### src/rtl/io_handshake_ctrl.sv
// rtl/io_handshake_ctrl.sv - in/out instruction sequencer: Enter debounce, switch capture, display latch, PC halt
module io_handshake_ctrl #(
  parameter int DATA_W       = 32,
  parameter int SW_W         = 16,
  parameter int DEBOUNCE_CYC = 4
) (
  input  logic              clock,
  input  logic              reset,
  input  logic              SelectIn,
  input  logic              Out,
  input  logic [DATA_W-1:0] RegValue,
  input  logic [SW_W-1:0]   Switches,
  input  logic              Enter,
  output logic              flag_Halt,
  output logic [DATA_W-1:0] InData,
  output logic [DATA_W-1:0] OutData,
  output logic              OutValid
);

  localparam int CNT_W = (DEBOUNCE_CYC < 2) ? 1 : $clog2(DEBOUNCE_CYC + 1);
  localparam logic [CNT_W-1:0] CNT_LAST = CNT_W'(DEBOUNCE_CYC - 1);

  typedef enum logic [1:0] {
    IDLE,
    WAIT_PRESS,
    WAIT_RELEASE,
    DONE
  } state_t;

  state_t           state, state_next;
  logic             enter_m, enter_s, enter_db;
  logic [CNT_W-1:0] db_cnt;
  logic             db_flip, press_evt, release_evt;
  logic             req, load_in, load_out;

  // The edge events fire in the cycle whose closing edge flips enter_db,
  // so the FSM advances on the same edge the debounced level changes.
  assign db_flip     = (enter_s != enter_db) && (db_cnt == CNT_LAST);
  assign press_evt   = db_flip & enter_s;
  assign release_evt = db_flip & ~enter_s;

  always_ff @(posedge clock or negedge reset) begin
    if (!reset) begin
      enter_m  <= 1'b0;
      enter_s  <= 1'b0;
      enter_db <= 1'b0;
      db_cnt   <= '0;
    end else begin
      enter_m <= Enter;
      enter_s <= enter_m;
      if (enter_s == enter_db) begin
        db_cnt <= '0;
      end else if (db_cnt == CNT_LAST) begin
        enter_db <= enter_s;
        db_cnt   <= '0;
      end else begin
        db_cnt <= db_cnt + CNT_W'(1);
      end
    end
  end

  assign req = SelectIn | Out;

  always_ff @(posedge clock or negedge reset) begin
    if (!reset) begin
      state <= IDLE;
    end else begin
      state <= state_next;
    end
  end

  // SelectIn wins when both requests are present, so Out only loads alone.
  always_comb begin
    state_next = state;
    load_in    = 1'b0;
    load_out   = 1'b0;
    case (state)
      IDLE: begin
        if (req) begin
          state_next = WAIT_PRESS;
          load_out   = ~SelectIn;
        end
      end
      WAIT_PRESS: begin
        if (!req) begin
          state_next = IDLE;
        end else if (press_evt) begin
          state_next = WAIT_RELEASE;
          load_in    = SelectIn;
        end
      end
      WAIT_RELEASE: begin
        if (!req) begin
          state_next = IDLE;
        end else if (release_evt) begin
          state_next = DONE;
        end
      end
      DONE:    state_next = IDLE;
      default: state_next = IDLE;
    endcase
  end

  always_ff @(posedge clock or negedge reset) begin
    if (!reset) begin
      InData   <= '0;
      OutData  <= '0;
      OutValid <= 1'b0;
    end else begin
      if (load_in) begin
        InData <= DATA_W'(Switches);
      end
      if (load_out) begin
        OutData  <= RegValue;
        OutValid <= 1'b1;
      end
    end
  end

  assign flag_Halt = req & (state != DONE);

endmodule

### config.mk
export PLATFORM = sky130hd
export DESIGN_NAME = io_handshake_ctrl
export DESIGN_NICKNAME = d
export VERILOG_FILES = /design/src/rtl/io_handshake_ctrl.sv
export SDC_FILE = /design/constraint.sdc
export NUM_CORES = 1
export LEC_CHECK = 0
export CAP_MARGIN = 20
export CORE_ASPECT_RATIO = 0.75
export CORE_UTILIZATION = 38
export DETAILED_ROUTE_END_ITERATION = 8
export GPL_TIMING_DRIVEN = 0
export PLACE_DENSITY_LB_ADDON = 0.05
export SETUP_SLACK_MARGIN = 0.2
export SKIP_LAST_GASP = 1
export SLEW_MARGIN = 5
export SYNTH_ARGS = -nofsm -noshare
export SYNTH_HDL_FRONTEND = slang
export SYNTH_SLANG_ARGS = --single-unit
### constraint.sdc
create_clock -name clock -period 3.3 [get_ports clock]
set_input_delay 0.66 -clock clock [delete_from_list [all_inputs] [get_ports clock]]
set_output_delay 0.66 -clock clock [all_outputs]
set_load 0.005 [all_outputs]
==> flow_metrics.tcl <==
set metrics [dict create \
    crit_required_ps 2640 \
    syn_inst 147 \
    ctsResizeCount 0 \
    postSynthAreaPerCell_um2 15.9 \
    rows 24 \
    cp_slowest_cell "clkdlybuf4s50_1" \
    ctsLongestPathBuffers 2 \
    ctsHoldBuffers 0 \
    finalWeightedCongestion 0.677 \
    grt_max_degree 32 \
    design.portCount 119 \
    critPathMaxFanout 4 \
    placed_area_um2 3530 \
    final_layout_size_suffix_gt1_share_pct 32.0 \
    cpPeakStageDelay_ps 620 \
    yosysSeqAreaShare_pct 61.1 \
    ys_warn_count 0 \
    timing.setup.tns_ps 0 \
    clk_latency_ps 330 \
    clk_pin_slew_ps 60 \
    fin_nets 330 \
    r2r_end "OutData[20]$_DFFE_PN0P_" \
    worst_hold_path.num_cells 0 \
    post-route-drc-count 0 \
    place_hpwl_um 3420 \
    cp_cell_sequence "clkdlybuf4s50_1 > nor2_1 > a21oi_1 > clkdlybuf4s50_1" \
    crit_arrival_ps 2010 \
    cts_tree "built" \
    startpoint "SelectIn" \
    setup_viol 0 \
    relSlewSlack_pct 53.3 \
    yosys-top-cells-area "dfrtp_1, mux2_2, mux2_4, buf_4, nor4b_4" \
    critPathCapture "flag_Halt" \
    cpMostUsedCell "clkdlybuf4s50_1" \
    ys_types 21 \
    worstMarginPinSlew_ps 701 \
    timing.fmax_mhz 374 \
    drt_iter0_markers 35 \
    grt_usage_pct 16.5 \
    start_util_pct 39.9 \
    worstReg2RegStart "state[1]$_DFFE_PN0P_" \
    grt_pass1_wl_um 7950 \
    routed_via_density 4.40 \
    synth-seq-cells 57 \
    syn-cell-area_um2 2340 \
    grt_overflow 0 \
    period_share_pct 81.0 \
    syn2layout_area_growth_pct 59.1 \
    skew_ps 11.2 \
    status "completed" \
    cts_root_buf "clkbuf_8" \
    core_um2 5860 \
    finalCriticalPeriod_ps 2670 \
    numPortBuffers 102 \
    drt-total-wl_um 4790 \
    clkSinkCount 57 \
    yosysTopAreaCell "dfrtp_1" \
    power_leakage_uw 0.00167 \
    crit_type "input pin to output port" \
    firstDrtPassIters 4 \
    antenna_found_initial 0 \
    ir_drop_v 0.000350 \
    via_count 1579 \
    final_common_cell "clkdlybuf4s50_1" \
    cts_setup_buffers 0 \
    rrSetupSlack_ps 1590 \
    die_y_um 69.9 \
    hold_path_startpoint "enter_m$_DFF_PN0_" \
    synth_top_area_share_pct 61.1 \
    avgRoutedWirePerCell_um 13.3 \
    cts_buffers 9 \
    fin_area_um2 3720 \
    die-area_um2 6470 \
    powerDensity_nw_per_um2 688 \
    hold_viol 0 \
    worstHoldPathType "flop to flop" \
    die_x_um 92.5 \
    rsz0062_at_grt "false" \
    grt_pass1_vias 1670 \
    worstSetupStartpointType "input pin" \
    ant_nets 0 \
    worstSetupEndpointType "output port" \
    drv_cap 0 \
    rr_worst_depth 3 \
    drv_slew 0 \
    num_antenna_cells 0 \
    layout_common_cells "clkdlybuf4s50_1, dfrtp_1, mux2_2, buf_4, conb_1" \
    htreeDepth 3 \
]
[cell usage after synthesis (all sizes together)]
cell type  count
o221a          1
nand3          1
a21oi          2
ha             1
and4b          1
nor2           5
dfrtp         57
buf           20
o41ai          1
nor3           1
xnor2          1
nor3b          2
inv            1
nor4b          1
or2            1
mux2          49
and2b          1
conb           1
[layout make-up]
type,count,area (µm²)
Sequential cell,57,1430
Buffer,20,154
Tap cell,78,97.6
Clock inverter,4,26.3
Timing Repair Buffer,103,1040
Clock buffer,12,165
Multi-Input combinational cell,84,808
Inverter,1,3.75
Fill cell,481,2140
[stage by stage]
stage | setup slack [ps] | std cells | power, µW | utilization, % | hold WS, ps
floorplan | 1630 | 162 | 1390 | - | 331
global placement | -299 | 342 | 1960 | 60.0 | 335
detailed placement | 625 | 343 | 1980 | 60.2 | 341
CTS | 618 | 359 | 2600 | 63.5 | 357
global route | 527 | 359 | 2740 | 63.5 | 367
finish | 628 | 359 | 2560 | 63.5 | 353
[registers in the layout, indices dropped and copies added, names as in the netlist]
name,flops
InData,16
OutData,32
db_cnt,3
enter_m,1
OutValid,1
state,2
enter_db,1
enter_s,1
[metal layers]
metal	routed length, µm	part of all wire [%]	track usage (%)
met1	1980	41	18.5
met2	2160	45	25.5
met3	616	13	11.0
met4	32	0.67	5.21
met5	0	0	0
[worst min path at each step]
stage	slack (ps)	endpoint
3_5_place_dp	340	enter_s$_DFF_PN0_
5_1_grt	370	enter_s$_DFF_PN0_
2_1_floorplan	330	enter_s$_DFF_PN0_
6_report	350	enter_s$_DFF_PN0_
3_3_place_gp	330	enter_s$_DFF_PN0_
4_1_cts	360	enter_s$_DFF_PN0_
[power breakdown]
group          switching, µW  internal, µW
registers                124           942
clock network            274           332
logic                    238           649
[logic make-up (layout without fill, tap and decap cells)]
family	Yosys count	count (layout)	synth area share, %
AND/OR/NAND/NOR	13	13	4.61
other	1	16	0.161
flip-flops	57	57	61.1
AO/OA/AOI/OAI	4	4	1.29
adder cells (fa/ha/maj)	1	1	0.536
XOR/XNOR	1	1	0.375
multiplexers	49	49	25.2
buffers and inverters	21	140	6.75
[critical path: cells and delay by family]
kind / cells / cell delay (ps)
AND/OR/NAND/NOR: 1 / 90
buffers and inverters: 2 / 1130
AO/OA/AOI/OAI: 1 / 130
Note: power is estimated with default switching activity, not from simulation.
==> RTL change 1 (same flow settings) <==
Put one more register stage on the output `OutData`, without a reset. The value now appears one clock later. The other outputs are not delayed to match.
--- a/src/rtl/io_handshake_ctrl.sv
+++ b/src/rtl/io_handshake_ctrl.sv
@@ -26,6 +26,8 @@
     WAIT_RELEASE,
     DONE
   } state_t;
+
+  logic [DATA_W-1:0] OutData_s0;
 
   state_t           state, state_next;
   logic             enter_m, enter_s, enter_db;
@@ -104,14 +106,14 @@
   always_ff @(posedge clock or negedge reset) begin
     if (!reset) begin
       InData   <= '0;
-      OutData  <= '0;
+      OutData_s0 <= '0;
       OutValid <= 1'b0;
     end else begin
       if (load_in) begin
         InData <= DATA_W'(Switches);
       end
       if (load_out) begin
-        OutData  <= RegValue;
+        OutData_s0 <= RegValue;
         OutValid <= 1'b1;
       end
     end
@@ -119,5 +121,9 @@
 
   assign flag_Halt = req & (state != DONE);
 
+  always_ff @(posedge clock) begin
+    OutData <= OutData_s0;
+  end
+
 endmodule
 
Formal check against the unedited RTL: not equivalent (a bounded check fails within 4 cycles, from zero or initial values and one cycle with reset low).
==> RTL change 1 against the unedited design <==
- first-iteration DRC count up 8.6%
- setup slack better by 95 ps
- power rose by 26%
- final cell count is 15% higher
- sequential power up 54%
- register-to-register slack got worse by 40 ps
- sequential cell count is 32 higher
- synthesized area rose by 28%
- clock power is 16% higher
- via count up 8.6%
- largest cell class unchanged
- final area rose by 18%
- wire length grew 8.7%
==> RTL change 1: results <==
metrics = {
    "finish": {
        "n_antenna_cell": 0,
        "top_regs": "OutData: 32 flops, OutData_s0: 32 flops, InData: 16 flops",
        "fillers": 624,
        "fin_nets": 360,
        "layout-drive-gt1-share": 0.286,
    },
    "placement": {
        "io_buffers": 102,
        "gp_congestion": 0.666,
        "dpl.hpwl_um": 3680,
    },
    "cts": {
        "cts_resized": 0,
        "clockRootBuffer": "clkbuf_8",
        "clock_latency_ps": 350,
        "htree_levels": 3,
        "cts.clk_slew.worst_paths_ps": 90,
        "numCtsBuffers": 9,
        "cts_buffer_depth": 2,
        "cts_setup_buffers": 0,
    },
    "timing": {
        "finalClockSkew_ps": 9.12,
        "hold_violations": 0,
        "finalCriticalPeriod_ps": 2580,
        "relSlewSlack": 0.513,
    },
    "setup_path": {
        "critPathMaxFanout": 3,
        "r2r-end": "InData[6]$_DFFE_PN0P_",
        "reg2reg_slack_ps": 1550,
        "worstReg2RegStart": "db_cnt[0]$_DFF_PN0_",
        "crit_arrival_ps": 1920,
        "rr_worst_depth": 6,
        "startpoint": "SelectIn",
    },
    "routing": {
        "drt-vias-per-instance": 4.16,
        "drt_iter0_drc": 38,
        "wl_per_cell_um": 12.6,
        "dr.pass1.iters": 3,
    },
    "synth": {
        "ys_seq_area_frac": 0.693,
        "synth.distinct_cells": 23,
        "yosys_warnings": 0,
        "synthTopCellsByCount": "57 x dfrtp_1, 39 x mux2_2, 32 x dfxtp_1",
        "async_reset_ff_frac": 0.640,
        "synthTopCellsByArea": "dfrtp_1 48%, dfxtp_1 21%, mux2_2 15%",
    },
    "pwr": {
        "p_leak_nw": 1.89,
        "ir_drop_mv": 0.298,
    },
    "grt": {
        "grt_pass1_wl_um": 8670,
        "grt_pass1_vias": 1746,
        "groute.usage.overall": 0.140,
        "antenna_found_initial": 0,
        "grt_max_degree": 58,
    },
    "run_status": {
        "outcome": "finished, final reports clean",
    },
    "worst_hold_path": {
        "hold_class": "input pin to async pin",
    },
}
==> RTL change 1: changes by cell type in the layout (fill, tap and decap cells not counted), moves of 2 or more <==
| cell | change |
|---|---|
| mux2_2 | +2 |
| nor2_1 | -4 |
| nand3b_1 | +2 |
| mux2_1 | -2 |
| inv_6 | +2 |
| dfxtp_1 | +32 |
==> RTL change 1: how the worst max path moves through the flow <==
stage | endpoint | slack, ps | cells after the start
final | flag_Halt | 720 | 4
after global routing | flag_Halt | 680 | 4
after CTS | flag_Halt | 710 | 4
after detailed placement | flag_Halt | 710 | 4
after global placement | InData[13]$_DFFE_PN0P_ | -400 | 1
after floorplan | OutData_s0[0]$_DFFE_PN0P_ | 1630 | 3
==> RTL change 1: critical path: stages <==
cell and delay [ps]:
clkdlybuf4s50_1 540, nor2_1 90, a21oi_1 120, clkdlybuf4s50_1 510
==> RTL change 1: layer usage <==
metal  GRT usage  vias to the layer above  wire length, um
met4      0.0514                        0               45
met1       0.180                      810             2360
li1            -                      829                -
met5           0                        -                0
met3      0.0698                        6              479
met2       0.202                       70             2320
==> RTL change 1: metrics by stage <==
step / area [um^2] / hold WS (ps) / setup TNS [ps] / cells / worst slack [ps]
6_report: 4370 / 339 / 0 / 412 / 723
3_5_place_dp: 4190 / 339 / 0 / 396 / 709
3_3_place_gp: 4190 / 338 / -22520 / 396 / -399
5_1_grt: 4370 / 364 / 0 / 412 / 676
4_1_cts: 4370 / 361 / 0 / 412 / 708
2_1_floorplan: 3040 / 331 / 0 / 193 / 1630
==> RTL change 1: cell families (layout without fill, tap and decap cells) <==
| kind of cell | after synthesis | after routing | share of synthesized area |
|---|---|---|---|
| XOR/XNOR | 1 | 1 | 0.00294 |
| AO/OA/AOI/OAI | 4 | 4 | 0.00839 |
| other | 1 | 16 | 0.00126 |
| flip-flops | 89 | 89 | 0.693 |
| multiplexers | 49 | 49 | 0.197 |
| buffers and inverters | 21 | 139 | 0.0583 |
| AND/OR/NAND/NOR | 12 | 12 | 0.0348 |
| adder cells (fa/ha/maj) | 1 | 1 | 0.00419 |
==> RTL change 1: power by group <==
group	internal, mW	switching (mW)
Combinational	0.643	0.227
Sequential	1.50	0.154
Clock	0.319	0.383
==> RTL change 1: layout make-up <==
type	count	area share
timing repair buffer	102	0.233
clock buffer	11	0.0346
sequential	89	0.473
tap	101	0.0289
buffer	21	0.0398
multi-input combinational	83	0.183
clock inverter	5	0.00858
==> RTL change 2 (config.mk and constraints unchanged) <==
Without the edit above. The parameter `DATA_W` goes from 32 to 64.
--- a/src/rtl/io_handshake_ctrl.sv
+++ b/src/rtl/io_handshake_ctrl.sv
@@ -1,6 +1,6 @@
 // rtl/io_handshake_ctrl.sv - in/out instruction sequencer: Enter debounce, switch capture, display latch, PC halt
 module io_handshake_ctrl #(
-  parameter int DATA_W       = 32,
+  parameter int DATA_W       = 64,
   parameter int SW_W         = 16,
   parameter int DEBOUNCE_CYC = 4
 ) (
Interface: changed (resized InData, OutData and RegValue); port bits go from 119 to 215. The function was not compared with the original's and may differ.
==> RTL change 2 against the unedited design <==
- register-to-register slack gained 30 ps
- wire length increased by 65%
- power rose by 59%
- synthesized area is 61% higher
- core utilization decreased by 0.73 points
- final area up 63%
- setup slack lost 13 ps
- sequential cell count increased by 32
- hold slack worse by 30 ps
==> RTL change 2: results <==
metrics = {
    "grt": {
        "grt_max_degree": 48,
        "met1_usage": 0.189,
        "groute.usage.overall": 0.157,
        "met2_usage": 0.258,
        "antenna_found_initial": 0,
        "grt_use_met3": 0.0671,
        "grt_pass1_wl_um": 12200,
        "grt_pass1_vias": 2455,
    },
    "placement": {
        "postPlaceCellArea_mm2": 0.00580,
        "gp_congestion": 0.696,
        "dpl.hpwl_um": 6060,
        "io_buffers": 166,
    },
    "routing": {
        "wl_per_cell_um": 13.0,
        "drt-vias-per-instance": 4.16,
        "drt_iter0_drc": 70,
    },
    "timing": {
        "finalClockSkew_ps": 4.90,
        "worst_slew_pin_slew_ps": 567,
    },
    "synth": {
        "yosys_warnings": 0,
        "synthTopCellsByArea": "dfrtp_1 59%, mux2_1 15%, buf_4 9.8%",
        "synthTopCellsByCount": "89 x dfrtp_1, 49 x buf_4, 49 x mux2_1",
        "ys_seq_area_frac": 0.591,
        "synth.distinct_cells": 22,
    },
    "setup_path": {
        "crit_arrival_ps": 2030,
        "slowest_delay_ps": 590,
        "rr_worst_depth": 4,
    },
    "cts": {
        "cts_resized": 0,
        "clockRootBuffer": "clkbuf_16",
    },
    "finish": {
        "n_antenna_cell": 0,
        "layout-drive-gt1-share": 0.227,
        "top_regs": "OutData: 64 flops, InData: 16 flops, db_cnt: 3 flops",
        "fin_nets": 558,
    },
    "run_status": {
        "outcome": "finished, final reports clean",
    },
    "pwr": {
        "p_leak_nw": 2.77,
        "ir_drop_mv": 0.325,
    },
    "worst_hold_path": {
        "hold_class": "input pin to async pin",
    },
}
[RTL change 2: worst paths after layout]
check / from / end / slack [ps]
setup reg to reg: state[1]$_DFFE_PN0P_ / OutData[10]$_DFFE_PN0P_ / 1620
min in group clock: enter_m$_DFF_PN0_ / enter_s$_DFF_PN0_ / 350
setup / recovery: SelectIn / flag_Halt / 610
hold / removal: reset / OutData[11]$_DFFE_PN0P_ / 320
max in group asynchronous: reset / InData[14]$_DFFE_PN0P_ / 2350
hold reg to reg: enter_m$_DFF_PN0_ / enter_s$_DFF_PN0_ / 350
[RTL change 2: final cells by class]
| type | count | area [um^2] |
|---|---|---|
| sequential | 89 | 2230 |
| inverter | 1 | 3.75 |
| clock inverter | 4 | 20.0 |
| clock buffer | 11 | 243 |
| tap | 132 | 165 |
| multi-input combinational | 148 | 1270 |
| fill | 752 | 3600 |
| timing repair buffer | 167 | 1690 |
| buffer | 56 | 440 |
[RTL change 2: logic make-up (layout without fill, tap and decap cells)]
kind of cell / after synthesis / count (layout) / synth area share
xor gates and xnor gates: 1 / 1 / 0.00232
DFF: 89 / 89 / 0.591
AOI/OAI and AO/OA: 4 / 4 / 0.00797
adders and majority gates: 1 / 1 / 0.00332
other: 1 / 48 / 0.000995
muxes: 81 / 81 / 0.252
buffers and inverters: 57 / 239 / 0.118
and+or+nand+nor: 13 / 13 / 0.0249
[RTL change 2: report_power, final]
group | switching [mW] | internal (mW)
registers | 0.198 | 1.50
clock network | 0.379 | 0.521
logic | 0.406 | 1.05
[RTL change 2: layer usage]
layer	share of wire	wire length, um	vias to the layer above
li1	-	-	1197
met1	0.40	3130	1209
met2	0.49	3880	113
met3	0.10	811	10
met4	0.0077	61	0
met5	0	0	-
[RTL change 2: worst register-to-register path, stage by stage (launching register included)]
cell and delay (ps):
dfrtp_1 440, nor4b_2 330, buf_4 260, buf_6 190, mux2_1 340
[RTL change 2: metrics by stage]
stage / std cells / total power, mW / setup WS, ps / TNS, ps / utilization
2_1_floorplan: 294 / 2.18 / 1610 / 0 / -
3_3_place_gp: 592 / 3.16 / -1810 / -160490 / 0.598
3_5_place_dp: 593 / 3.20 / 624 / 0 / 0.600
4_1_cts: 608 / 4.12 / 568 / 0 / 0.628
5_1_grt: 608 / 4.32 / 545 / 0 / 0.628
6_report: 608 / 4.06 / 615 / 0 / 0.628
